### src/rtl/fp_decoder_if.sv
// Handshake and data bundle for the fp_decoder: a {s,e,f} float word
// goes in, a 12-bit two's-complement linear value comes out.
interface fp_decoder_if;
  logic        in_valid;
  logic        in_ready;
  logic        s;
  logic [2:0]  e;
  logic [3:0]  f;
  logic        out_valid;
  logic        out_ready;
  logic [11:0] d;
  logic        busy;

  // Producer/consumer side: drives the input word and accepts results
  modport master (
    output in_valid, s, e, f, out_ready,
    input  in_ready, out_valid, d, busy
  );

  // Decoder side
  modport slave (
    input  in_valid, s, e, f, out_ready,
    output in_ready, out_valid, d, busy
  );
endinterface

### src/rtl/fp_decoder.sv
// fp_decoder: converts a small float {s,e,f} into d = (s ? -1 : +1) * (f << e)
// using a serial shifter (one shift per clock), then holds the result until
// the consumer takes it. One operation in flight at a time.
module fp_decoder (
  input  logic         clk,
  input  logic         rst_n,
  fp_decoder_if.slave  bus
);

  typedef enum logic [1:0] {
    ST_IDLE  = 2'd0,
    ST_SHIFT = 2'd1,
    ST_DONE  = 2'd2
  } state_t;

  state_t      state_q, state_d;
  logic [11:0] acc_q, acc_d;
  logic [2:0]  cnt_q, cnt_d;
  logic        sign_q, sign_d;
  logic [11:0] d_q, d_d;
  logic        out_valid_q, out_valid_d;

  // Next-state logic: accept in IDLE, shift down the exponent count, finalise, then hold
  always_comb begin
    state_d     = state_q;
    acc_d       = acc_q;
    cnt_d       = cnt_q;
    sign_d      = sign_q;
    d_d         = d_q;
    out_valid_d = out_valid_q;
    case (state_q)
      ST_IDLE: begin
        if (bus.in_valid) begin
          sign_d  = bus.s;
          cnt_d   = bus.e;
          acc_d   = {8'b0000_0000, bus.f};
          state_d = ST_SHIFT;
        end else begin
          state_d = ST_IDLE;
        end
      end
      ST_SHIFT: begin
        if (cnt_q != 3'd0) begin
          acc_d = {acc_q[10:0], 1'b0};
          cnt_d = cnt_q - 3'd1;
        end else begin
          // Negating zero wraps back to zero, so f=0 never yields a negative zero
          d_d         = sign_q ? (~acc_q + 12'd1) : acc_q;
          out_valid_d = 1'b1;
          state_d     = ST_DONE;
        end
      end
      ST_DONE: begin
        // The handshake edge only returns to IDLE; a new word is taken no earlier than the next edge
        if (bus.out_ready) begin
          out_valid_d = 1'b0;
          state_d     = ST_IDLE;
        end else begin
          state_d     = ST_DONE;
        end
      end
      default: begin
        out_valid_d = 1'b0;
        state_d     = ST_IDLE;
      end
    endcase
  end

  // State registers; asynchronous reset discards any in-flight operation
  always_ff @(posedge clk or negedge rst_n) begin
    if (!rst_n) begin
      state_q     <= ST_IDLE;
      acc_q       <= 12'd0;
      cnt_q       <= 3'd0;
      sign_q      <= 1'b0;
      d_q         <= 12'd0;
      out_valid_q <= 1'b0;
    end else begin
      state_q     <= state_d;
      acc_q       <= acc_d;
      cnt_q       <= cnt_d;
      sign_q      <= sign_d;
      d_q         <= d_d;
      out_valid_q <= out_valid_d;
    end
  end

  // Status outputs decode registered state only, so no input reaches them combinationally
  assign bus.in_ready  = (state_q == ST_IDLE);
  assign bus.busy      = (state_q != ST_IDLE);
  assign bus.out_valid = out_valid_q;
  assign bus.d         = d_q;

endmodule

### src/flat_wrapper.sv
// flat-port wrapper written by rule: the top's interface ports become plain ports
module fp_decoder_flat 
  (clk, rst_n, bus_in_valid, bus_s, bus_e, bus_f, bus_out_ready, bus_in_ready, bus_out_valid, bus_d, bus_busy);
  fp_decoder_if bus_i ();
  input  logic clk;
  input  logic rst_n;
  input wire logic [$bits(bus_i.in_valid)-1:0] bus_in_valid;
  input wire logic [$bits(bus_i.s)-1:0] bus_s;
  input wire logic [$bits(bus_i.e)-1:0] bus_e;
  input wire logic [$bits(bus_i.f)-1:0] bus_f;
  input wire logic [$bits(bus_i.out_ready)-1:0] bus_out_ready;
  output wire logic [$bits(bus_i.in_ready)-1:0] bus_in_ready;
  output wire logic [$bits(bus_i.out_valid)-1:0] bus_out_valid;
  output wire logic [$bits(bus_i.d)-1:0] bus_d;
  output wire logic [$bits(bus_i.busy)-1:0] bus_busy;
  assign bus_i.in_valid = bus_in_valid;
  assign bus_i.s = bus_s;
  assign bus_i.e = bus_e;
  assign bus_i.f = bus_f;
  assign bus_i.out_ready = bus_out_ready;
  assign bus_in_ready = bus_i.in_ready;
  assign bus_out_valid = bus_i.out_valid;
  assign bus_d = bus_i.d;
  assign bus_busy = bus_i.busy;
  fp_decoder u_core (.clk(clk), .rst_n(rst_n), .bus(bus_i));
endmodule
### config.mk
export PLATFORM = sky130hd
export DESIGN_NAME = fp_decoder_flat
export DESIGN_NICKNAME = d
export VERILOG_FILES = /design/src/rtl/fp_decoder_if.sv /design/src/rtl/fp_decoder.sv /design/src/flat_wrapper.sv
export SDC_FILE = /design/constraint.sdc
export NUM_CORES = 1
export LEC_CHECK = 0
export ABC_AREA = 0
export BUFFER_PORTS_ARGS = -buffer_cell sky130_fd_sc_hd__buf_4
export CELL_PAD_IN_SITES_DETAIL_PLACEMENT = 0
export CELL_PAD_IN_SITES_GLOBAL_PLACEMENT = 1
export CORE_UTILIZATION = 44
export DETAILED_ROUTE_END_ITERATION = 12
export GPL_TIMING_DRIVEN = 0
export PLACE_DENSITY_LB_ADDON = 0.1
export SLEW_MARGIN = 20
export SYNTH_ARGS = -nofsm -noshare
export SYNTH_HDL_FRONTEND = slang
export SYNTH_SLANG_ARGS = --single-unit
### constraint.sdc
create_clock -name clk -period 2.95 [get_ports clk]
set_input_delay 0.295 -clock clk [delete_from_list [all_inputs] [get_ports clk]]
set_output_delay 0.295 -clock clk [all_outputs]
set_load 0.01 [all_outputs]
==> impl_metrics.csv, run 1 <==
group,metric,value,unit
cts,cts_root_buf,"clkbuf_4",
layout,fin_nets,214,
cts,cts_buffers,5,
routing,drc_errors,0,
worst_setup_path,cp-end-kind,"flop",
global_route,grt_pass1_vias,1151,
sta,fin_ws,910,ps
cts,cts_tree,"yes",
yosys,ys_top_cells_by_area,"dfrtp_1 (51%), nand2_1 (9.7%), o21ai_0 (6.6%)",
placed_design,gp_congestion,0.797,
yosys,syn_area,1510,µm²
sta,min_period,2040,ps
yosys,ys_types,30,
cts,cts.htree.levels,2,
yosys,syn_inst,165,
die,dieArea,3660,µm²
layout,syn2layout_area_growth,21.8,%
sta,hold_violations,0,
layout,ff_latch_area,776,µm²
yosys,synth_top_cell_by_area,"dfrtp_1",
routing,drtIter0Drc,51,
worst_setup_path,path_common_cell,"clkbuf_1",
worst_setup_path,critPathTopFamily,"buffers and inverters",
worst_setup_path,cp_slowest_cell,"dfrtp_1",
die,rows,20,
sta,slew_headroom,71.3,%
layout,fillCellCount,307,
worst_setup_path,rr_worst_depth,8,
worst_setup_path,cp.arrival,2280,ps
yosys,synth_nets,180,
pwr,peakVddDrop,490,µV
global_route,grt_max_degree,32,
job,maxCapViolations,0,
pwr,p_leak,0.866,nW
routing,post_drt_wl_per_cell,12.3,µm
worst_setup_path,path_cells,"inv_1 > ha_1 > nor2b_1 > a211o_1 > clkbuf_1 > clkbuf_1 > nand2_1 > o21ai_0",
layout,post-route-util,58.2,%
cts,cts_buffer_depth,2,
die,die_y,60.5,µm
die,core_area,3150,µm²
placed_design,portBuffers,26,
sta,setup_tns,0,ps
sta,finClkSkew,4.50,ps
worst_setup_path,regToRegSetupSlack,910,ps
routing,ant_nets,0,
cts,post_cts_buffers,0,
routing,via_per_inst,4.95,
cts,worstSkewPairLatency,320,ps
placed_design,hpwl,2270,µm
worst_setup_path,r2r_end,"u_core.acc_q[7]",
global_route,overflow,0,
yosys,syn_avg_cell_area,9.13,µm²
worst_setup_path,critical_path.endpoint,"u_core.acc_q[7]",
run_status,outcome,"complete, no violations",
sta,max_freq,0.490,GHz
sta,finalSetupViolations,0,
worst_setup_path,crit_path_start,"u_core.cnt_q[0]",
yosys,yosysSeqAreaShare,51.5,%
worst_setup_path,cp_num_buf_inv,3,
hold_path,holdCritStartpoint,"bus_f[0]",
yosys,synth_top_cell_area_share,51.5,%
cts,cts.sinks,31,
cts,cts.repair.resized,0,
yosys,ys.flop_type,"dfrtp_1",
worst_setup_path,r2r-start,"u_core.cnt_q[0]",
yosys,ys_warn_count,0,
layout,multiInputGateArea,678,µm²
yosys,async_reset_ff_share,100,%
sta,max_slew.worst_pin.slew,430,ps
cts,clkTransAtPathRegs,90,ps
global_route,antenna_found_initial,0,
worst_setup_path,cp.depth,8,
routing,wl,3010,µm
worst_setup_path,crit_type,"flop to flop",
hold_path,hp-class,"primary input to flop",
routing,drt_pass1_iterations,6,
worst_setup_path,start_kind,"flop",
worst_setup_path,crit_fanout,10,
die,initial_core_util,47.8,%
routing,vias,1208,
worst_setup_path,critPathMaxStageDelay,400,ps
global_route,grtUsageTotal,19.4,%
sta,rsz0062_at_grt,"false",
layout,drive_gt1_share,19.0,%
global_route,grt_pass1_wl,5090,µm
worst_setup_path,cp.required,3190,ps
yosys,synth_edf_count,0,
hold_path,hold_depth,3,
die,die_w,60.5,µm
pwr,p_per_area,1130,nW/µm²
die,ios,27,
placed_design,pre_cts_ws,929,ps
sta,drv_slew,0,
layout,antenna_cells,0,
sta,min_period_over_period,69.2,%
yosys,synth_seq_cells,31,
-- state kept, by name, summed over array words and instances, names as in the netlist --
register	flops
u_core.bus.d	12
u_core.bus.out_valid	1
u_core.cnt_q	3
u_core.state_q	2
u_core.sign_q	1
u_core.acc_q	12
-- final cells by class --
type	instances	area share [%]
tap	44	3.00
inverter	6	1.23
clock buffer	8	3.75
buffer	8	1.64
timing repair buffer	27	11.2
multi-input combinational	120	36.9
sequential	31	42.3
-- worst min path at each step --
stage / to / slack [ps]
final: u_core.acc_q[0] / 200
after global routing: u_core.sign_q / 190
after CTS: u_core.acc_q[0] / 200
after detailed placement: u_core.state_q[1] / 250
after global placement: u_core.state_q[1] / 240
after floorplan: u_core.acc_q[0] / -0.6
-- cell families (layout without fill, tap and decap cells) --
family | after synthesis | after routing | synth area share, %
AO/OA/AOI/OAI | 45 | 45 | 17.6
XOR/XNOR | 9 | 9 | 5.23
adder cells (fa/ha/maj) | 3 | 3 | 2.49
buffers and inverters | 14 | 49 | 3.49
flip-flops | 31 | 31 | 51.5
multiplexers | 2 | 2 | 1.41
AND/OR/NAND/NOR | 61 | 61 | 18.3
-- power breakdown --
part / leakage [nW] / internal (mW) / total [mW] / switching (mW)
logic: 0.433 / 0.445 / 1.01 / 0.562
clock network: 0.0386 / 0.140 / 0.278 / 0.138
registers: 0.394 / 0.614 / 0.797 / 0.183
-- worst reg2reg max path: stages, from the launching register on --
cell and delay (ps):
dfrtp_1 400, inv_1 80, ha_1 140, nor2b_1 250, a211o_1 190, clkbuf_1 340, clkbuf_1 390, nand2_1 80
o21ai_0 80
-- metrics by stage --
step	instance area, µm²	hold WS, ps	power (mW)	instances
4_1_cts	1840	197	2.10	244
5_1_grt	1840	192	2.29	244
3_5_place_dp	1760	246	1.82	235
2_1_floorplan	1510	-0.591	1.47	165
6_report	1840	200	2.08	244
3_3_place_gp	1760	243	1.77	235
-- timing repair --
action / CTS / global route
endpoints found under the setup margin: 0 / 0
hold buffers: 1 / 0
hold endpoints to repair: 31 / 0
-- placed cells by master (no fill, tap or decap), drive strengths merged, types with 2 or more instances in the layout --
cell / instances
a31oi: 3
and2: 2
inv: 6
o31ai: 4
dfrtp: 31
a21oi: 3
o21ai: 29
clkbuf: 15
o41ai: 2
or4: 2
nor2: 7
nor2b: 3
buf: 27
nand3: 3
xor2: 8
nand2b: 2
nand2: 39
ha: 3
-- Yosys cell counts (all sizes together), types with 3 or more instances --
library cell / instances
o21ai: 29
o31ai: 4
nor2: 7
nand3: 3
clkbuf: 7
ha: 3
inv: 6
nand2: 39
a31oi: 3
nor2b: 3
a21oi: 3
xor2: 8
dfrtp: 31
-- metal layers --
metal	wire (µm)	global-route usage (%)
met1	1410	24.4
met2	1430	32.5
met3	108	3.84
met4	55	8.77
met5	0	0
(Power assumes the default switching activity.)
==> inputs of run 2 (changes only) <==
- CORE_UTILIZATION: 44 -> 37
- clock period: 2.95 -> 1.8 ns (I/O delays scaled with it)
==> run 2 against run 1 <==
Global-route usage shrank 3.2 points; fmax grew 16%; die area grew 18%; utilization shrank 5.1 points; routed wire length grew 5.5%; worst setup slack lost 870 ps; via count grew 2.7%; sequential power grew 64%; register-to-register slack lost 870 ps; clock skew shrank 2.0 ps; combinational power grew 91%.
==> impl_metrics.csv, run 2 (synthesis results as in run 1) <==
group,metric,value,unit
run_status,outcome,"complete, no violations",
cts,cts_tree,"yes",
layout,fin_area,2000,µm²
cts,cts_root_buf,"clkbuf_8",
placed_design,portBuffers,26,
die,rows,22,
cts,worstSkewPairLatency,280,ps
cts,clkTransAtPathRegs,60,ps
worst_setup_path,r2r_end,"u_core.bus.d[11]",
worst_setup_path,r2r-start,"u_core.acc_q[2]",
die,initial_core_util,39.9,%
die,die_w,65.8,µm
worst_setup_path,rr_worst_depth,4,
layout,final_cell_mix,"nand2_1 (39), buf_4 (36), dfrtp_1 (27)",
global_route,overflow,0,
routing,via_per_inst,4.85,
sta,max_slew.worst_pin.slew,511,ps
layout,fillCellCount,357,
sta,min_period_over_period,97.9,%
worst_setup_path,crit_type,"flop to flop",
worst_setup_path,cp-end-kind,"flop",
routing,drt_pass1_iterations,4,
sta,drv_slew,0,
worst_setup_path,crit_fanout,5,
sta,min_period,1760,ps
cts,cts_buffer_depth,2,
global_route,grt_max_degree,32,
global_route,antenna_found_initial,0,
worst_setup_path,start_kind,"flop",
sta,finClkSkew,2.52,ps
hold_path,min_to,"u_core.acc_q[0]",
layout,drive_gt1_share,31.3,%
sta,max_freq,0.568,GHz
hold_path,hp-class,"primary input to flop",
pwr,p_per_area,1910,nW/µm²
cts,cts_buffers,5,
worst_setup_path,cp.arrival,1920,ps
hold_path,hold_depth,3,
cts,cts.sinks,31,
sta,rsz0062_at_grt,"true",
layout,antenna_cells,0,
layout,fin_cells,256,
routing,post_drt_wl_per_cell,12.4,µm
routing,drc_errors,0,
placed_design,hpwl,2230,µm
global_route,grt_pass1_wl,5250,µm
routing,drtIter0Drc,57,
sta,hold_violations,0,
hold_path,holdCritStartpoint,"bus_f[0]",
worst_setup_path,regToRegSetupSlack,40,ps
layout,ff_latch_area,781,µm²
cts,cts.htree.levels,2,
layout,syn2layout_area_growth,33.1,%
layout,final_common_cell,"nand2_1",
sta,slew_headroom,66.0,%
placed_design,gp_congestion,0.770,
placed_design,dp_cells,239,
sta,whs,129,ps
die,ios,27,
routing,ant_nets,0,
worst_setup_path,cp.required,1960,ps
routing,wl,3170,µm
job,maxCapViolations,0,
global_route,grt_pass1_vias,1177,
pwr,p_leak,0.942,nW
global_route,grtUsageTotal,16.2,%
pwr,peakVddDrop,832,µV
placed_design,dpl_cell_area,1760,µm²
layout,fin_nets,222,
die,die_y,65.8,µm
die,dieArea,4330,µm²
layout,multiInputGateArea,728,µm²
sta,finalSetupViolations,0,
die,core_area,3770,µm²
routing,vias,1241,
-- run 2: area by class of cell --
class | count | share of cell area (%)
sequential | 31 | 39.0
multi-input combinational | 120 | 36.3
timing repair buffer | 36 | 13.6
clock buffer | 8 | 4.99
tap | 48 | 3.00
buffer | 7 | 2.00
inverter | 6 | 1.12
-- run 2: worst max-delay path by stage --
stage | from | end | slack [ps] | cells past startpoint
finish | u_core.acc_q[2] | u_core.bus.d[11] | 40 | 4
global route | u_core.acc_q[1] | u_core.bus.d[10] | -30 | 6
CTS | u_core.acc_q[0] | u_core.bus.d[10] | 0.7 | 6
detailed placement | u_core.cnt_q[0] | u_core.cnt_q[1] | -220 | 7
global placement | u_core.cnt_q[0] | u_core.cnt_q[1] | -180 | 7
floorplan | u_core.acc_q[0] | u_core.bus.d[10] | 100 | 6
-- run 2: through the flow --
stage | setup slack [ps] | utilization [%] | setup TNS (ps) | total power [mW]
after floorplan | 101 | - | 0 | 2.41
after global placement | -185 | 46.7 | -1600 | 2.93
after detailed placement | -221 | 46.7 | -1930 | 2.97
after CTS | 0.741 | 49.7 | 0 | 3.59
after global routing | -31.5 | 53.2 | -56.6 | 4.19
final | 38.6 | 53.2 | 0 | 3.83
-- run 2: repair_timing --
item,4_1_cts,5_1_grt
hold buffers,1,0
setup buffers,0,9
gates resized for setup,4,25
pin swaps,0,7
hold endpoints to repair,31,0
gates cloned,0,0
setup endpoints to repair,12,22
-- run 2: worst max-delay path, cell delays in order, from the launching register on --
cell and delay (ps):
dfrtp_2 430, or4_4 590, o41ai_4 340, xor2_1 200
o21ai_1 70
-- run 2: layer usage --
layer	wire (µm)	share of wire, %	vias to the layer above	global-route usage, %
li1	-	-	643	-
met1	1480	47	563	20.0
met2	1500	47	30	26.4
met3	156	4.9	5	5.69
met4	38	1.2	0	4.89
met5	0	0	-	0
-- run 2: power by group --
group	leakage, nW	internal, mW	switching [mW]
Combinational	0.501	0.918	1.01
Clock	0.0515	0.348	0.242
Sequential	0.389	1.02	0.293
==> inputs of run 3 (changes only) <==
- PLACE_DENSITY: not set -> 0.76
- PLACE_DENSITY_LB_ADDON: 0.1 -> not set
==> run 3 against run 2 <==
Register-to-register slack hardly changed; hold slack better by 10 ps; count of clock-buffer cells in the layout is 2 lower; critical path type unchanged; largest power group unchanged.
==> impl_metrics.csv, run 3 (synthesis results as in run 1) <==
group,metric,value,unit
pwr,p_leak,0.919,nW
sta,finalSetupViolations,0,
global_route,antenna_found_initial,0,
cts,cts_buffer_depth,2,
routing,vias,1270,
placed_design,gp_congestion,0.727,
layout,final_cell_mix,"nand2_1 (38), buf_4 (37), dfrtp_1 (28)",
routing,drtIter0Drc,46,
global_route,grt_pass1_wl,5500,µm
worst_setup_path,crit_fanout,6,
routing,drc_errors,0,
worst_setup_path,cp.required,1950,ps
sta,hold_violations,0,
sta,min_period,1770,ps
cts,cts_buffers,5,
layout,antenna_cells,0,
sta,fin_ws,34.5,ps
die,core_area,3770,µm²
cts,cts.htree.levels,2,
sta,max_slew.worst_pin.slew,550,ps
sta,min_period_over_period,98.1,%
sta,rsz0062_at_grt,"true",
layout,drive_gt1_share,29.1,%
layout,fillCellCount,352,
cts,clkTransAtPathRegs,60,ps
die,initial_core_util,39.9,%
placed_design,dpl_cell_area,1760,µm²
cts,worstSkewPairLatency,280,ps
worst_setup_path,crit_type,"flop to flop",
sta,whs,140,ps
placed_design,hpwl,2320,µm
placed_design,dp_cells,239,
job,maxCapViolations,0,
run_status,outcome,"complete, no violations",
die,dieArea,4330,µm²
die,die_w,65.8,µm
die,die_y,65.8,µm
worst_setup_path,cp-end-kind,"flop",
sta,max_freq,0.566,GHz
routing,via_per_inst,5.00,
global_route,grt_pass1_vias,1224,
sta,slew_headroom,63.3,%
worst_setup_path,cp.arrival,1920,ps
layout,syn2layout_area_growth,31.0,%
cts,cts.sinks,31,
pwr,peakVddDrop,622,µV
global_route,overflow,0,
die,rows,22,
routing,ant_nets,0,
sta,drv_slew,0,
routing,post_drt_wl_per_cell,12.3,µm
worst_setup_path,start_kind,"flop",
layout,fin_cells,254,
hold_path,hp-class,"primary input to flop",
die,ios,27,
placed_design,portBuffers,26,
routing,drt_pass1_iterations,4,
global_route,grtUsageTotal,17.0,%
pwr,p_total,3.71,mW
layout,final_common_cell,"nand2_1",
cts,cts_root_buf,"clkbuf_8",
pwr,p_per_area,1880,nW/µm²
global_route,grt_max_degree,32,
layout,fin_area,1970,µm²
placed_design,pre_cts_ws,-134,ps
layout,fin_nets,222,
routing,wl,3130,µm
sta,finClkSkew,6.00,ps
cts,cts_tree,"yes",
## run 3: routing by layer
metal / vias to the layer above / routed length, µm / global-route usage, %
met3: 7 / 132 / 5.69
met5: - / 0 / 0
met2: 24 / 1530 / 28.2
li1: 637 / - / -
met4: 0 / 48 / 5.71
met1: 602 / 1420 / 20.4
## run 3: critical path, cell delays in order (launching register included)
cell and delay [ps]:
dfrtp_2 450, or4_4 570, or3_4 410, o21ai_2 140
o31ai_1 70
## run 3: cell type report
type | count | area, µm² | share of cell area [%]
buffer | 7 | 33.8 | 1.71
timing repair buffer | 36 | 273 | 13.8
multi-input combinational | 120 | 728 | 36.9
sequential | 31 | 779 | 39.5
clock buffer | 6 | 72.6 | 3.68
inverter | 6 | 26.3 | 1.33
tap | 48 | 60.1 | 3.04
## run 3: timing repair
item / CTS / global route
buffers inserted: 4 / 5
pin swaps: 0 / 8
cloned: 0 / 0
setup endpoints to repair: 12 / 22
hold endpoints to repair: 31 / 0
hold buffers: 1 / 0
resized for setup: 4 / 19
## run 3: final timing paths
check / slack [ps] / cells past startpoint / start / endpoint
max: 30 / 4 / u_core.acc_q[5] / u_core.bus.d[10]
min: 140 / 2 / bus_s / u_core.sign_q
max reg2reg: 30 / 4 / u_core.acc_q[5] / u_core.bus.d[10]
min reg2reg: 480 / 2 / u_core.bus.d[3] / u_core.bus.d[3]
max in group asynchronous: 1130 / 2 / rst_n / u_core.acc_q[5]
min in group asynchronous: 370 / 2 / rst_n / u_core.state_q[1]
## run 3: per-stage QoR
step | TNS [ps] | utilization (%)
after floorplan | 0 | -
after global placement | -941 | 46.7
after detailed placement | -1220 | 46.7
after CTS | 0 | 49.7
after global routing | -2.39 | 52.3
final | 0 | 52.3
## run 3: report_power, final
part | switching [mW] | internal, mW | leakage, nW
sequential | 0.283 | 1.02 | 0.390
clock | 0.224 | 0.257 | 0.0371
combinational | 1.02 | 0.906 | 0.491
total | 1.53 | 2.18 | 0.919
